## config.mk

```make
export PLATFORM = sky130hd
export DESIGN_NAME = page_walker
export DESIGN_NICKNAME = d
export VERILOG_FILES = /design/src/rtl/mmu_pkg.sv /design/src/rtl/page_tlb.sv /design/src/rtl/page_walker.sv
export SDC_FILE = /design/constraint.sdc
export NUM_CORES = 1
export LEC_CHECK = 0
export CAP_MARGIN = 25
export CORE_MARGIN = 5
export CORE_UTILIZATION = 55
export CTS_CLUSTER_SIZE = 40
export DETAILED_ROUTE_END_ITERATION = 7
export PLACE_DENSITY_LB_ADDON = 0.3
export SYNTH_ARGS = -nofsm -noshare
export SYNTH_HDL_FRONTEND = slang
export SYNTH_SLANG_ARGS = --single-unit
```

## constraint.sdc

```tcl
create_clock -name clk -period 3.7 [get_ports clk]
set_clock_uncertainty 0.15 [all_clocks]
set_input_delay 1.11 -clock clk [delete_from_list [all_inputs] [get_ports clk]]
set_output_delay 1.11 -clock clk [all_outputs]
set_load 0.02 [all_outputs]
```

## src/rtl/mmu_pkg.sv

```systemverilog
// Shared types and field helpers for the two-level page-table walker.
// Holds the walker state enum, entry/field positions and extractors.
package mmu_pkg;

   typedef enum logic [2:0] {
      IDLE,
      LOOKUP,
      PDE_REQ,
      PDE_DATA,
      PTE_REQ,
      PTE_DATA,
      RESP
   } state_e;

   localparam int PRESENT_BIT = 0;
   localparam int DIR_MSB     = 31;
   localparam int DIR_LSB     = 22;
   localparam int TBL_MSB     = 21;
   localparam int TBL_LSB     = 12;
   localparam int OFF_W       = 12;

   function automatic logic [9:0] get_dir(input logic [31:0] a);
      return a[DIR_MSB:DIR_LSB];
   endfunction

   function automatic logic [9:0] get_tbl(input logic [31:0] a);
      return a[TBL_MSB:TBL_LSB];
   endfunction

   function automatic logic [19:0] get_frame(input logic [31:0] a);
      return a[31:OFF_W];
   endfunction

endpackage

```

## src/rtl/page_tlb.sv

```systemverilog
// Fully associative translation cache: combinational hit/frame lookup,
// fill into first invalid entry else round-robin victim, global flush.
// Ports: lookup_tag -> hit/hit_frame; fill_en/fill_tag/fill_frame; flush.
module page_tlb #(
   parameter int ENTRIES = 4
) (
   input  logic        clk,
   input  logic        rst_n,
   input  logic [19:0] lookup_tag,
   output logic        hit,
   output logic [19:0] hit_frame,
   input  logic        fill_en,
   input  logic [19:0] fill_tag,
   input  logic [19:0] fill_frame,
   input  logic        flush
);
   import mmu_pkg::*;

   localparam int IDX_W = (ENTRIES > 1) ? $clog2(ENTRIES) : 1;

   logic [ENTRIES-1:0] valid_q, valid_d;
   logic [19:0]        tag_q   [ENTRIES];
   logic [19:0]        tag_d   [ENTRIES];
   logic [19:0]        frame_q [ENTRIES];
   logic [19:0]        frame_d [ENTRIES];
   logic [IDX_W-1:0]   rr_q, rr_d;
   logic [IDX_W-1:0]   victim;
   logic               found_free;

   always_comb begin
      hit       = 1'b0;
      hit_frame = '0;
      for (int i = 0; i < ENTRIES; i++) begin
         if (valid_q[i] && tag_q[i] == lookup_tag) begin
            hit       = 1'b1;
            hit_frame = frame_q[i];
         end
      end
   end

   always_comb begin
      valid_d    = valid_q;
      tag_d      = tag_q;
      frame_d    = frame_q;
      rr_d       = rr_q;
      victim     = rr_q;
      found_free = 1'b0;
      // Scan downward so the lowest-numbered free slot wins.
      for (int i = ENTRIES - 1; i >= 0; i--) begin
         if (!valid_q[i]) begin
            victim     = IDX_W'(i);
            found_free = 1'b1;
         end
      end
      if (fill_en) begin
         valid_d[victim] = 1'b1;
         tag_d[victim]   = fill_tag;
         frame_d[victim] = fill_frame;
         if (!found_free) begin
            rr_d = (rr_q == IDX_W'(ENTRIES - 1)) ? '0 : rr_q + IDX_W'(1);
         end
      end
      // Flush overrides any same-cycle fill.
      if (flush) begin
         valid_d = '0;
         rr_d    = '0;
      end
   end

   always_ff @(posedge clk or negedge rst_n) begin
      if (!rst_n) begin
         valid_q <= '0;
         rr_q    <= '0;
         for (int i = 0; i < ENTRIES; i++) begin
            tag_q[i]   <= '0;
            frame_q[i] <= '0;
         end
      end else begin
         valid_q <= valid_d;
         rr_q    <= rr_d;
         tag_q   <= tag_d;
         frame_q <= frame_d;
      end
   end

endmodule

```

## src/rtl/page_walker.sv

```systemverilog
// Two-level page-table walker with translation cache in front of a ram
// read port. Ports: req_* in, resp_* out, tlb_flush, mem_* to ram.
module page_walker #(
   parameter logic [31:0] PD_BASE     = 32'h0,
   parameter int          TLB_ENTRIES = 4
) (
   input  logic        clk,
   input  logic        rst_n,
   input  logic        req_valid,
   output logic        req_ready,
   input  logic [31:0] req_vaddr,
   output logic        resp_valid,
   input  logic        resp_ready,
   output logic [31:0] resp_paddr,
   output logic        resp_fault,
   output logic        resp_lvl,
   input  logic        tlb_flush,
   output logic [29:0] mem_addr,
   output logic        mem_read_en,
   input  logic [31:0] mem_rdata
);
   import mmu_pkg::*;

   state_e      state_q, state_d;
   logic [31:0] vaddr_q, vaddr_d;
   logic [19:0] pde_q, pde_d;
   logic [31:0] paddr_q, paddr_d;
   logic        fault_q, fault_d;
   logic        lvl_q, lvl_d;
   logic        tlb_hit;
   logic [19:0] tlb_frame;
   logic        fill_en;
   logic        unused_rdata;

   assign unused_rdata = ^mem_rdata[11:1];

   page_tlb #(.ENTRIES(TLB_ENTRIES)) u_tlb (
      .clk        (clk),
      .rst_n      (rst_n),
      .lookup_tag (get_frame(vaddr_q)),
      .hit        (tlb_hit),
      .hit_frame  (tlb_frame),
      .fill_en    (fill_en),
      .fill_tag   (get_frame(vaddr_q)),
      .fill_frame (get_frame(mem_rdata)),
      .flush      (tlb_flush)
   );

   assign req_ready  = (state_q == IDLE);
   assign resp_valid = (state_q == RESP);
   assign resp_paddr = paddr_q;
   assign resp_fault = fault_q;
   assign resp_lvl   = lvl_q;

   always_comb begin
      mem_read_en = 1'b0;
      mem_addr    = '0;
      if (state_q == PDE_REQ) begin
         mem_read_en = 1'b1;
         mem_addr    = {PD_BASE[31:12], get_dir(vaddr_q)};
      end else if (state_q == PTE_REQ) begin
         mem_read_en = 1'b1;
         mem_addr    = {pde_q, get_tbl(vaddr_q)};
      end
   end

   always_comb begin
      state_d = state_q;
      vaddr_d = vaddr_q;
      pde_d   = pde_q;
      paddr_d = paddr_q;
      fault_d = fault_q;
      lvl_d   = lvl_q;
      fill_en = 1'b0;
      unique case (state_q)
         IDLE: begin
            if (req_valid) begin
               vaddr_d = req_vaddr;
               state_d = LOOKUP;
            end
         end
         LOOKUP: begin
            // A same-cycle flush forces a walk even on a hit.
            if (tlb_hit && !tlb_flush) begin
               paddr_d = {tlb_frame, vaddr_q[OFF_W-1:0]};
               fault_d = 1'b0;
               lvl_d   = 1'b0;
               state_d = RESP;
            end else begin
               state_d = PDE_REQ;
            end
         end
         PDE_REQ: state_d = PDE_DATA;
         PDE_DATA: begin
            pde_d = get_frame(mem_rdata);
            if (!mem_rdata[PRESENT_BIT]) begin
               paddr_d = '0;
               fault_d = 1'b1;
               lvl_d   = 1'b0;
               state_d = RESP;
            end else begin
               state_d = PTE_REQ;
            end
         end
         PTE_REQ: state_d = PTE_DATA;
         PTE_DATA: begin
            if (!mem_rdata[PRESENT_BIT]) begin
               paddr_d = '0;
               fault_d = 1'b1;
               lvl_d   = 1'b1;
            end else begin
               paddr_d = {get_frame(mem_rdata), vaddr_q[OFF_W-1:0]};
               fault_d = 1'b0;
               lvl_d   = 1'b0;
               fill_en = 1'b1;
            end
            state_d = RESP;
         end
         RESP: begin
            if (resp_ready) state_d = IDLE;
         end
         default: state_d = IDLE;
      endcase
   end

   always_ff @(posedge clk or negedge rst_n) begin
      if (!rst_n) begin
         state_q <= IDLE;
         vaddr_q <= '0;
         pde_q   <= '0;
         paddr_q <= '0;
         fault_q <= 1'b0;
         lvl_q   <= 1'b0;
      end else begin
         state_q <= state_d;
         vaddr_q <= vaddr_d;
         pde_q   <= pde_d;
         paddr_q <= paddr_d;
         fault_q <= fault_d;
         lvl_q   <= lvl_d;
      end
   end

endmodule
```

==> summary.txt <==
Status
  – Status: complete, no violations

Synth
  – Post-synthesis cell count: 968
  – Syn. warnings: 0
  – Synth Cell Area: 11980 um^2
  – Async S/R FF share, synth: 1.000
  – Count leader, synth: dfrtp_1
  – Sequential share of the synthesized area: 0.5325
  – Net Count, Synth: 1038
  – Synth top area share: 0.5325
  – Area leader, netlist: dfrtp_1
  – Synth unique cells: 44
  – Post-synth EDFFs: 0
  – Synth top area cells: dfrtp_1, mux2_2, mux2_1
  – Synth cell count leaders: dfrtp_1, mux2_2, xnor2_1, mux2_1, nand2_1
  – Syn avg cell area: 12.38 um^2
  – Synth Flop Type: dfrtp_1
  – Synth Register Bits: 255

Global route
  – Top Usage Layer GRT: met2
  – Number of global-route vias before repair: 8190
  – Grt total ovfl: 0
  – GRT met2 Usage: 0.3818
  – Initial antenna violation count: 0
  – Largest net degree at the start of global routing: 104
  – First-pass GRT wire length: 43310 um
  – Total track usage: 0.2186
  – Met1 usage: 0.2904
  – Met3 track demand over resource: 0.02925

Setup path
  – Flop-to-flop setup slack: 0.41 ns
  – CP max-delay cell: clkdlybuf4s50_1
  – Reg2Reg Depth: 7
  – Worst Path Arrival: 2.34 ns
  – Crit path required time: 2.44 ns
  – Startpoint types: flop
  – Crit-path max FO: 15
  – Critical setup path kind: flop to output port
  – CP Cell Sequence: nand2b_1 > nor2_1 > buf_4 > a22o_1 > clkdlybuf4s50_1
  – Critical Path End Type: output port
  – CP bufs+invs: 2
  – Family with the most delay on the worst path: buffers and inverters
  – R2r endpoint: resp_paddr[13]
  – Reg-to-reg startpoint: vaddr_q[21]
  – CP max stage delay: 0.61 ns

STA
  – Hold_ws: 0.2596 ns
  – Setup Total Neg Slack: 0 ns
  – Final setup fails: 0
  – Hold Violations, Final: 0
  – RSZ-0062 raised after global routing: no
  – Crit path time final: 3.600 ns
  – Slew Viols, Final: 0
  – Worst slew pin tran: 1.008 ns
  – Tcrit/Tclk final: 0.9730
  – Relative slew slack: 0.3282
  – Fmax: 277.8 MHz

CTS
  – CTS Buf Count: 27
  – Post-CTS Setup Inserts: 0
  – Htree depth: 1
  – Root Driver: clkbuf_16
  – CTS tree: done
  – Worst skew pair latency: 0.52 ns
  – Post-CTS Hold Buffers: 0
  – Clock Path Buffers: 3
  – # clock sinks: 255
  – CTS clock-pin slew for the worst setup and hold paths: 0.06 ns

Detailed routing
  – Post-route ant nets: 0
  – Total wire length: 26490 um
  – Vias per cell: 5.656
  – Drt pass-1 iters: 6
  – DRT iter0 DRCs: 383
  – Vias post-DR: 7816
  – Wire per inst: 19.17 um
  – Post-route DRC: 0

Hold path
  – Type of the worst min-delay path: primary input to async pin

Place
  – GP Congestion: 0.7789
  – Post-DP Area: 13660 um^2
  – Port bufs: 124
  – Post-DP HPWL: 17340 um

Flow run
  – Number of max-cap violations: 0

Cells and area
  – Fin area: 14610 um^2
  – Post-Route Utilization: 0.6756
  – Layout filler cell count: 1593
  – N_diodes: 0
  – Area grow syn2layout: 21.88%
  – Layout cell share with drive strength beyond 1: 0.2350
  – Fin nets: 1155

Floorplan
  – Core Box Area: 21620 um^2
  – Die ar.: 24840 um^2
  – Row cnt: 54
  – I/O pins: 136
  – Initial cell density of the core: 0.5543
  – Die Y: 157.6 um
  – DIE WIDTH: 157.6 um

Power
  – Worst VDD drop: 458.2 uV
  – Pwr/cell area: 692.2 nW/um^2
  – Lkg Pwr: 0.006873 uW
sequential cells by signal, indices dropped and copies added, names as in the netlist:
name and cells:
u_tlb.tag_q 80, pde_q 20, vaddr_q 32, u_tlb.frame_q 80, resp_lvl 1, resp_paddr 32, resp_fault 1, u_tlb.valid_q 4
u_tlb.rr_q 2, state_q 3
worst register-to-register path: stages (launching register included):
cell	delay (ns)
dfrtp_1	0.62
xnor2_1	0.17
nand4_1	0.12
nor4_1	0.48
nand4_1	0.25
a311o_1	0.42
and2_2	0.52
mux2_1	0.46
timing repair:
item                                   4_1_cts  5_1_grt
endpoints found under the hold margin        0        0
gates resized for setup                      1        4
setup endpoints to repair                   20       16
pin swaps                                    0        0
area by class of cell:
type	count	area (um^2)	area share
multi-input combinational	616	5235	0.3584
clock inverter	7	135.1	0.009251
clock buffer	39	800.8	0.05482
sequential	255	6382	0.4370
inverter	22	82.58	0.005654
timing repair buffer	163	1620	0.1109
tap	280	350.3	0.02398
where the power goes:
part | internal (uW) | total [uW] | leakage [uW] | switching, uW
clock | 1760 | 2820 | 0.000463 | 1060
sequential | 3460 | 4160 | 0.00336 | 694
combinational | 1670 | 3130 | 0.00305 | 1460
total | 6900 | 10100 | 0.00687 | 3210
worst max-delay path by stage:
stage                      start        endpoint  slack, ns  depth (start not counted)
finish                state_q[2]     mem_addr[0]        0.1                          5
global route          state_q[2]     mem_addr[5]      0.007                          5
CTS                   state_q[2]     mem_addr[4]       0.07                          5
detailed placement  mem_rdata[0]  resp_paddr[13]       0.25                          5
global placement    mem_rdata[0]  resp_paddr[12]       0.26                          5
floorplan             state_q[2]     mem_addr[0]       0.90                          4
cell families after synthesis:
family | Yosys count | share of synthesized area
DFF | 255 | 0.5325
muxes | 253 | 0.2409
and+or+nand+nor | 178 | 0.07413
AOI/OAI and AO/OA | 104 | 0.05920
buffers and inverters | 97 | 0.03383
xor gates and xnor gates | 80 | 0.05847
adders and majority gates | 1 | 0.001044
placed cells by master, fill, tap and decap left out, drive strengths merged, types with 4 or more instances in the layout:
cell type,n
dfrtp,255
mux2,232
clkdlybuf4s50,120
xnor2,67
nand2,62
buf,40
o21ai,40
nand3,39
clkbuf,39
inv,22
and2,22
mux2i,21
a21boi,20
a2bb2oi,19
nand4,15
xor2,13
nor2,12
a22o,10
nor4,7
and3,6
a21oi,5
nand2b,4
bufinv,4
per-layer routing:
metal / part of all wire / up-vias
met1: 0.42 / 3978
li1: - / 3607
met3: 0.050 / 45
met5: 0 / -
met4: 0.022 / 0
met2: 0.51 / 186
per-stage QoR:
step | instances | setup WS [ns] | total power [uW]
after CTS | 1382 | 0.07017 | 10200
final | 1382 | 0.09989 | 10110
after global placement | 1335 | 0.2620 | 7235
after floorplan | 968 | 0.9044 | 6139
after global routing | 1382 | 0.007020 | 10680
after detailed placement | 1336 | 0.2538 | 7358
Power figures use the tool's default switching activity.
